`src/rtl/param_delay_pipe.sv`:
```
// param_delay_pipe: multi-stage register delay line with a programmable output tap.
// Data and valid move one stage per enabled clock. The tap select picks which stage
// drives the output, so latency = tap_sel+1 enabled clocks. Supports stall (en),
// synchronous flush, and a count of occupied stages.
//
// Ports:
//   clk        clock, all state updates on posedge
//   rst        synchronous active-high reset
//   en         shift enable; low holds every stage and the count
//   flush      synchronous clear of all stages; the input sample that cycle is dropped
//   in_valid   input sample valid
//   in_data    input sample (WIDTH bits)
//   tap_sel    output stage index (TAPW bits), clamped to DEPTH-1
//   out_valid  valid bit of the selected stage
//   out_data   data of the selected stage, zero when out_valid is low
//   occupancy  number of stages holding valid data (CNTW bits)
//   full       occupancy == DEPTH
module param_delay_pipe #(
    parameter int unsigned WIDTH = 4,
    parameter int unsigned DEPTH = 4,
    localparam int unsigned TAPW = $clog2(DEPTH),
    localparam int unsigned CNTW = $clog2(DEPTH + 1)
) (
    input  logic             clk,
    input  logic             rst,
    input  logic             en,
    input  logic             flush,
    input  logic             in_valid,
    input  logic [WIDTH-1:0] in_data,
    input  logic [TAPW-1:0]  tap_sel,
    output logic             out_valid,
    output logic [WIDTH-1:0] out_data,
    output logic [CNTW-1:0]  occupancy,
    output logic             full
);

    logic [WIDTH-1:0] d [DEPTH];
    logic [DEPTH-1:0] v;
    logic [CNTW-1:0]  cnt;
    logic [CNTW-1:0]  cnt_next;
    logic [TAPW-1:0]  idx;

    // One sample enters while the oldest stage's sample leaves; cannot exceed DEPTH
    // because a full pipe always has its last stage valid.
    assign cnt_next = cnt + CNTW'(in_valid) - CNTW'(v[DEPTH-1]);

    // Shift register: rst and flush clear everything, en advances, otherwise hold.
    always_ff @(posedge clk) begin
        if (rst || flush) begin
            for (int i = 0; i < int'(DEPTH); i++) begin
                d[i] <= '0;
            end
            v   <= '0;
            cnt <= '0;
        end else if (en) begin
            d[0] <= in_data;
            for (int i = 1; i < int'(DEPTH); i++) begin
                d[i] <= d[i-1];
            end
            v   <= {v[DEPTH-2:0], in_valid};
            cnt <= cnt_next;
        end
    end

    // Clamp out-of-range taps (possible when DEPTH is not a power of two).
    always_comb begin
        idx = tap_sel;
        if (32'(tap_sel) >= DEPTH) begin
            idx = TAPW'(DEPTH - 1);
        end
    end

    // Output mux; stage 0 loads data even for invalid samples, so mask it here.
    always_comb begin
        out_valid = v[idx];
        out_data  = '0;
        if (v[idx]) begin
            out_data = d[idx];
        end
    end

    assign occupancy = cnt;
    assign full      = (cnt == CNTW'(DEPTH));

endmodule

```
`config.mk`:
```
export PLATFORM = sky130hd
export DESIGN_NAME = param_delay_pipe
export DESIGN_NICKNAME = d
export VERILOG_FILES = /design/src/rtl/param_delay_pipe.sv
export SDC_FILE = /design/constraint.sdc
export NUM_CORES = 1
export LEC_CHECK = 0
export ABC_AREA = 0
export CORE_UTILIZATION = 53
export CTS_CLUSTER_DIAMETER = 50
export DETAILED_ROUTE_END_ITERATION = 6
export PLACE_DENSITY = 0.81
export SLEW_MARGIN = 20
export SYNTH_ARGS = -nofsm -noshare
export SYNTH_HDL_FRONTEND = slang
export SYNTH_SLANG_ARGS = --single-unit
```
`constraint.sdc`:
```
create_clock -name clk -period 4.4 [get_ports clk]
set_input_delay 0.88 -clock clk [delete_from_list [all_inputs] [get_ports clk]]
set_output_delay 0.88 -clock clk [all_outputs]
set_load 0.005 [all_outputs]
```
==> results of run 1 <==
cell usage after synthesis, types with 2 or more instances:
| cell | number | area (sq um) |
|---|---|---|
| a22o_1 | 5 | 43.79 |
| and2_1 | 5 | 31.28 |
| and3_1 | 16 | 100.1 |
| clkbuf_1 | 3 | 11.26 |
| dfxtp_1 | 7 | 140.1 |
| edfxtp_1 | 16 | 480.5 |
| ha_1 | 2 | 25.02 |
| inv_1 | 4 | 15.01 |
| mux4_2 | 5 | 112.6 |
| nand2_1 | 4 | 15.01 |
placed cells by master (no fill, tap or decap), drive strengths merged:
master         count
ha                 2
or3                1
nor2               1
clkbuf             4
dfxtp              7
fa                 1
xor2               1
and2               5
nand2              4
inv                4
mux4               5
clkdlybuf4s50     19
mux2i              1
a22o               5
o21ai              1
edfxtp            16
nor3b              1
nor3               1
and3              16
per-layer routing:
layer	GRT usage (%)	share of wire, %
met1	25.70	45
met2	31.67	48
met3	4.706	4.8
met4	10.59	2.1
met5	0	0
registers in the layout (all words and copies together) (netlist names):
register / count
d: 16
v: 4
occupancy: 3
logic make-up (layout without fill, tap and decap cells):
group | after synthesis | after routing
AOI/OAI and AO/OA | 6 | 6
xor gates and xnor gates | 1 | 1
buffers and inverters | 8 | 27
and+or+nand+nor | 29 | 29
muxes | 6 | 6
DFF | 23 | 23
adders and majority gates | 3 | 3
report_power, final:
part | switching [mW] | internal, mW
Combinational | 0.0138 | 0.0174
Sequential | 0.00431 | 0.239
Clock | 0.0605 | 0.0354
layout make-up:
class	count	share of cell area (%)
clock buffer	4	2.053
multi-input combinational	45	30.99
timing repair buffer	19	14.86
inverter	4	1.173
sequential	23	48.48
tap	25	2.444
worst reg2reg max path, stage by stage (launching register included):
cell and delay [ps]:
dfxtp_1 410, inv_1 70, ha_1 290, inv_1 60, ha_1 130, inv_1 50
fa_1 360, xor2_1 150, nand2_1 80, mux2i_1 190
through the flow:
| stage | std cells | hold WS [ps] | setup slack, ps |
|---|---|---|---|
| 6_report | 120 | 503.1 | 820.1 |
| 5_1_grt | 120 | 534.4 | 744.1 |
| 4_1_cts | 120 | 500.8 | 804.2 |
| 3_5_place_dp | 116 | 473.9 | 804.5 |
| 3_3_place_gp | 116 | 469.3 | 815.9 |
| 2_1_floorplan | 76 | 459.4 | 1863 |
worst paths after layout:
path	from	to	slack, ps
max reg2reg	occupancy[0]$_SDFFE_PP0P_	occupancy[2]$_SDFFE_PP0P_	2560
min reg2reg	v[1]$_SDFFE_PP0P_	v[2]$_SDFFE_PP0P_	500
max	tap_sel[0]	out_data[1]	820
min	v[1]$_SDFFE_PP0P_	v[2]$_SDFFE_PP0P_	500
==> out/metrics.cfg, run 1 <==
[placement]
post-dp-hpwl_mm = 1.270
port_buffers = 19
placed_cell_area_sq_mm = 0.001254
gp_congestion = 0.7389

[global_routing]
antenna_found_initial = 0
grt_pass1_vias = 615
track_usage_pct = 20.20
grt_start_max_net_pins = 21
grt_pass1_wl_mm = 2.829
grt_overflow = 0

[floorplanning]
core_area_sq_mm = 0.001783
start_util_pct = 58.95
die_area_sq_mm = 0.002165
die_w_um = 46.53
die_h_um = 46.53
ioPinCount = 20
rows = 15

[routing]
vias = 704
vias_per_cell = 5.867
drcViolationCount = 0
post_drt_wl_per_cell_um = 15.36
drtIter0Drc = 11
first_pass_iters = 4
drtAntennaViolNets = 0
routed_wl_mm = 1.843

[synthesis]
synth-seq-cells = 23
synth-compound-area-share_pct = 4.643
syn_inst = 76
ys_types = 19
muxShareOfSynthArea_pct = 11.67
ys_seq_area_share_pct = 59.05
synthAdderAreaFrac_pct = 4.286
syn_area_per_cell_sq_um = 13.83
synth_ff_type = edfxtp_1
synth_top_family_by_area = simple AND/OR/NAND/NOR gates
synth-xor-area-share_pct = 0.8333
yosys_warnings = 0
synth_enable_flop_cells = 16
syn_nets = 90
synth-async-reset-ratio_pct = 0
syn_area_sq_mm = 0.001051
yosys.area_share.simple_pct = 16.31

[worst_setup_path]
end_kind = output pin
startpoint_type = primary input
worst-path-buf-inv = 2
cp_top_family = buffers and inverters
arrival_ps = 2700
worst-path-max-fanout = 5
critPathKind = primary input to output pin
cp.depth = 4
crit_chain = clkdlybuf4s50_1 > mux4_2 > and2_1 > clkdlybuf4s50_1
crit_slowest_cell = clkdlybuf4s50_1
cpPeakStageDelay_ps = 660
cp.required_ps = 3520
path_common_cell = clkdlybuf4s50_1
r2r_cells = 9

[sta]
period_share_pct = 81.36
worst_pin_slew_ps = 789.9
min_period_ps = 3580
tns_ps = 0
relSlewSlack_pct = 46.93
fmax_mhz = 279.3
slew_viol_final = 0
hold_viol_final = 0
grt_setup_unrepaired = false
clock_skew_ps = 0.4122
report.final.setup_viol = 0

[final_layout]
fin_nets = 110
seq_area_sq_um = 620.6
postLayoutCoreUtil_pct = 71.79
fin_area_sq_mm = 0.001280
drive_gt1_share_pct = 9.474
n_fill_cell = 129
multiInputGateArea_sq_um = 396.6
antennaDiodeCount = 0
syn_to_final_growth_pct = 21.79

[cts]
numClockSinks = 23
cts_max_level = 1
clkLatencyLatePin_ps = 310
clk_pin_slew_ps = 120
ctsHoldBuffers = 0
cts_resized = 0
clock_path_buffers = 2
postCtsSetupRepairBufs = 0
cts_tree = done
root_buffer = clkbuf_4
cts_buffers = 3

[pwr]
power.density_mw_per_mm2 = 289.3
leakage_nw = 0.5514
finalPower_uw = 370.2
vdd_drop_max_mv = 0.1843

[worst_hold_path]
hold_depth = 1
holdCritPathClass = flop to flop

[outcome]
status = complete, no violations

[job]
max_cap_violations = 0

(Power assumes the default switching activity.)
==> run 2, diff against run 1 <==
--- a/config.mk
+++ b/config.mk
@@ -6,10 +6,10 @@
 export NUM_CORES = 1
 export LEC_CHECK = 0
 export ABC_AREA = 0
-export CORE_UTILIZATION = 53
+export CORE_UTILIZATION = 50
 export CTS_CLUSTER_DIAMETER = 50
 export DETAILED_ROUTE_END_ITERATION = 6
-export PLACE_DENSITY = 0.81
+export PLACE_DENSITY = 0.77
 export SLEW_MARGIN = 20
 export SYNTH_ARGS = -nofsm -noshare
 export SYNTH_HDL_FRONTEND = slang
==> constraint.sdc (replaced) <==
create_clock -name clk -period 3.4 [get_ports clk]
set_input_delay 0.68 -clock clk [delete_from_list [all_inputs] [get_ports clk]]
set_output_delay 0.68 -clock clk [all_outputs]
set_load 0.005 [all_outputs]
==> run 2 against run 1 <==
Net effect: worst hold slack worse by 5.1 ps; global-route usage shrank 1.3 points; via count is 5.4% lower; cell area is 1.5% higher; clock power grew 31%; core utilization down 5.6 points; clock skew grew 11 ps; routed wire length down 2.4%.
==> out/metrics.cfg, run 2 (synthesized netlist as in run 1, its figures left out) <==
[pwr]
leakage_nw = 0.5642
pwr-share-clk_pct = 26.1
combPwrFrac_pct = 8.5
power.density_mw_per_mm2 = 371.0
p_int_uw = 376.8
vdd_drop_max_mv = 0.2716
p_seq_share_pct = 65.3
switching_share_pct = 21.81
p_switching_uw = 105.1

[cts]
cts_tree = done
cts_buffers = 3
postCtsSetupRepairBufs = 0
root_buffer = clkbuf_4
cts_max_level = 1
clk_pin_slew_ps = 130
clock_path_buffers = 2
clkLatencyLatePin_ps = 320
numClockSinks = 23
cts_resized = 0
ctsHoldBuffers = 0

[job]
max_cap_violations = 0

[global_routing]
grt_pass1_vias = 590
grt_start_max_net_pins = 21
grt_overflow = 0
grt_pass1_wl_mm = 2.842
antenna_found_initial = 0
track_usage_pct = 18.94

[floorplanning]
die_area_sq_mm = 0.002289
core_area_sq_mm = 0.001962
ioPinCount = 20
start_util_pct = 53.57
rows = 16
die_h_um = 47.85
die_w_um = 47.85

[sta]
fmax_mhz = 317.3
relSlewSlack_pct = 60.50
slew_viol_final = 0
report.final.setup_viol = 0
worst_pin_slew_ps = 591.9
period_share_pct = 92.70
grt_setup_unrepaired = false
hold_viol_final = 0
clock_skew_ps = 11.40
min_period_ps = 3152
worst_slack_ps = 248.3
tns_ps = 0

[routing]
drtAntennaViolNets = 0
first_pass_iters = 4
drcViolationCount = 0
vias = 666
drtIter0Drc = 12
vias_per_cell = 5.371
post_drt_wl_per_cell_um = 14.51
routed_wl_mm = 1.799

[placement]
gp_congestion = 0.7035
placed_cell_area_sq_mm = 0.001271
post-dp-hpwl_mm = 1.321
port_buffers = 19
place_ws_ps = 211.2

[outcome]
status = complete, no violations

[worst_setup_path]
arrival_ps = 2470
cp.required_ps = 2720
critPathKind = primary input to output pin
startpoint_type = primary input
worst-path-max-fanout = 5
end_kind = output pin

[final_layout]
layout_commonest_cell = clkdlybuf4s50_1
largest_register_ffs = 16
final_cell_mix = 19 x clkdlybuf4s50_1, 16 x and3_1, 16 x edfxtp_1
fin_area_sq_mm = 0.001299
regMostFlops = d
syn_to_final_growth_pct = 23.57
fin_nets = 112
drive_gt1_share_pct = 12.37
antennaDiodeCount = 0

[worst_hold_path]
holdCritPathClass = flop to flop

-- run 2: layer usage --
| layer | share of wire [%] | GRT usage (%) | routed length [um] |
|---|---|---|---|
| met2 | 48 | 28.65 | 865 |
| met5 | 0 | 0 | 0 |
| met4 | 1.8 | 8.333 | 32 |
| met3 | 4.6 | 3.396 | 83 |
| met1 | 45 | 26.78 | 818 |
-- run 2: power by group through the flow --
stage               Combinational [mW]  Clock [mW]  Sequential (mW)
global route                    0.0458       0.140            0.316
CTS                             0.0415       0.128            0.315
floorplan                       0.0221           0            0.318
finish                          0.0411       0.126            0.315
detailed placement              0.0414           0            0.321
global placement                0.0404           0            0.320
-- run 2: final timing paths --
| kind | start | to | slack (ps) | cells after the start |
|---|---|---|---|---|
| max | tap_sel[0] | out_data[3] | 250 | 4 |
| min | occupancy[2]$_SDFFE_PP0P_ | occupancy[2]$_SDFFE_PP0P_ | 500 | 2 |
| max reg2reg | occupancy[0]$_SDFFE_PP0P_ | occupancy[2]$_SDFFE_PP0P_ | 1600 | 9 |
| min reg2reg | occupancy[2]$_SDFFE_PP0P_ | occupancy[2]$_SDFFE_PP0P_ | 500 | 2 |
-- run 2: layout make-up --
| type | instances | area, sq um |
|---|---|---|
| clock buffer | 3 | 22.52 |
| clock inverter | 1 | 5.005 |
| fill | 159 | 663.1 |
| inverter | 4 | 15.01 |
| multi-input combinational | 45 | 396.6 |
| sequential | 23 | 620.6 |
| tap | 27 | 33.78 |
| timing repair buffer | 21 | 205.2 |
-- run 2: critical path: stages --
cell and delay [ps]:
clkdlybuf4s50_1 650, mux4_2 530, and2_1 170, clkdlybuf4s50_1 440
-- run 2: metrics by stage --
step / hold WS, ps / power (mW) / cells / utilization [%]
after floorplan: 459.4 / 0.3401 / 76 / -
after global placement: 472.6 / 0.3609 / 120 / 64.80
after detailed placement: 482.4 / 0.3627 / 120 / 64.80
after CTS: 503.2 / 0.4841 / 124 / 66.20
after global routing: 540.7 / 0.5022 / 124 / 66.20
final: 498.1 / 0.4819 / 124 / 66.20
==> run 3, diff against run 2 <==
--- a/config.mk
+++ b/config.mk
@@ -7,8 +7,9 @@
 export LEC_CHECK = 0
 export ABC_AREA = 0
 export CORE_UTILIZATION = 50
-export CTS_CLUSTER_DIAMETER = 50
+export CTS_CLUSTER_DIAMETER = 150
 export DETAILED_ROUTE_END_ITERATION = 6
+export GPL_ROUTABILITY_DRIVEN = 0
 export PLACE_DENSITY = 0.77
 export SLEW_MARGIN = 20
 export SYNTH_ARGS = -nofsm -noshare
==> results of run 3 <==
No change in the layout: final DEF, timing and power equal those of run 2.
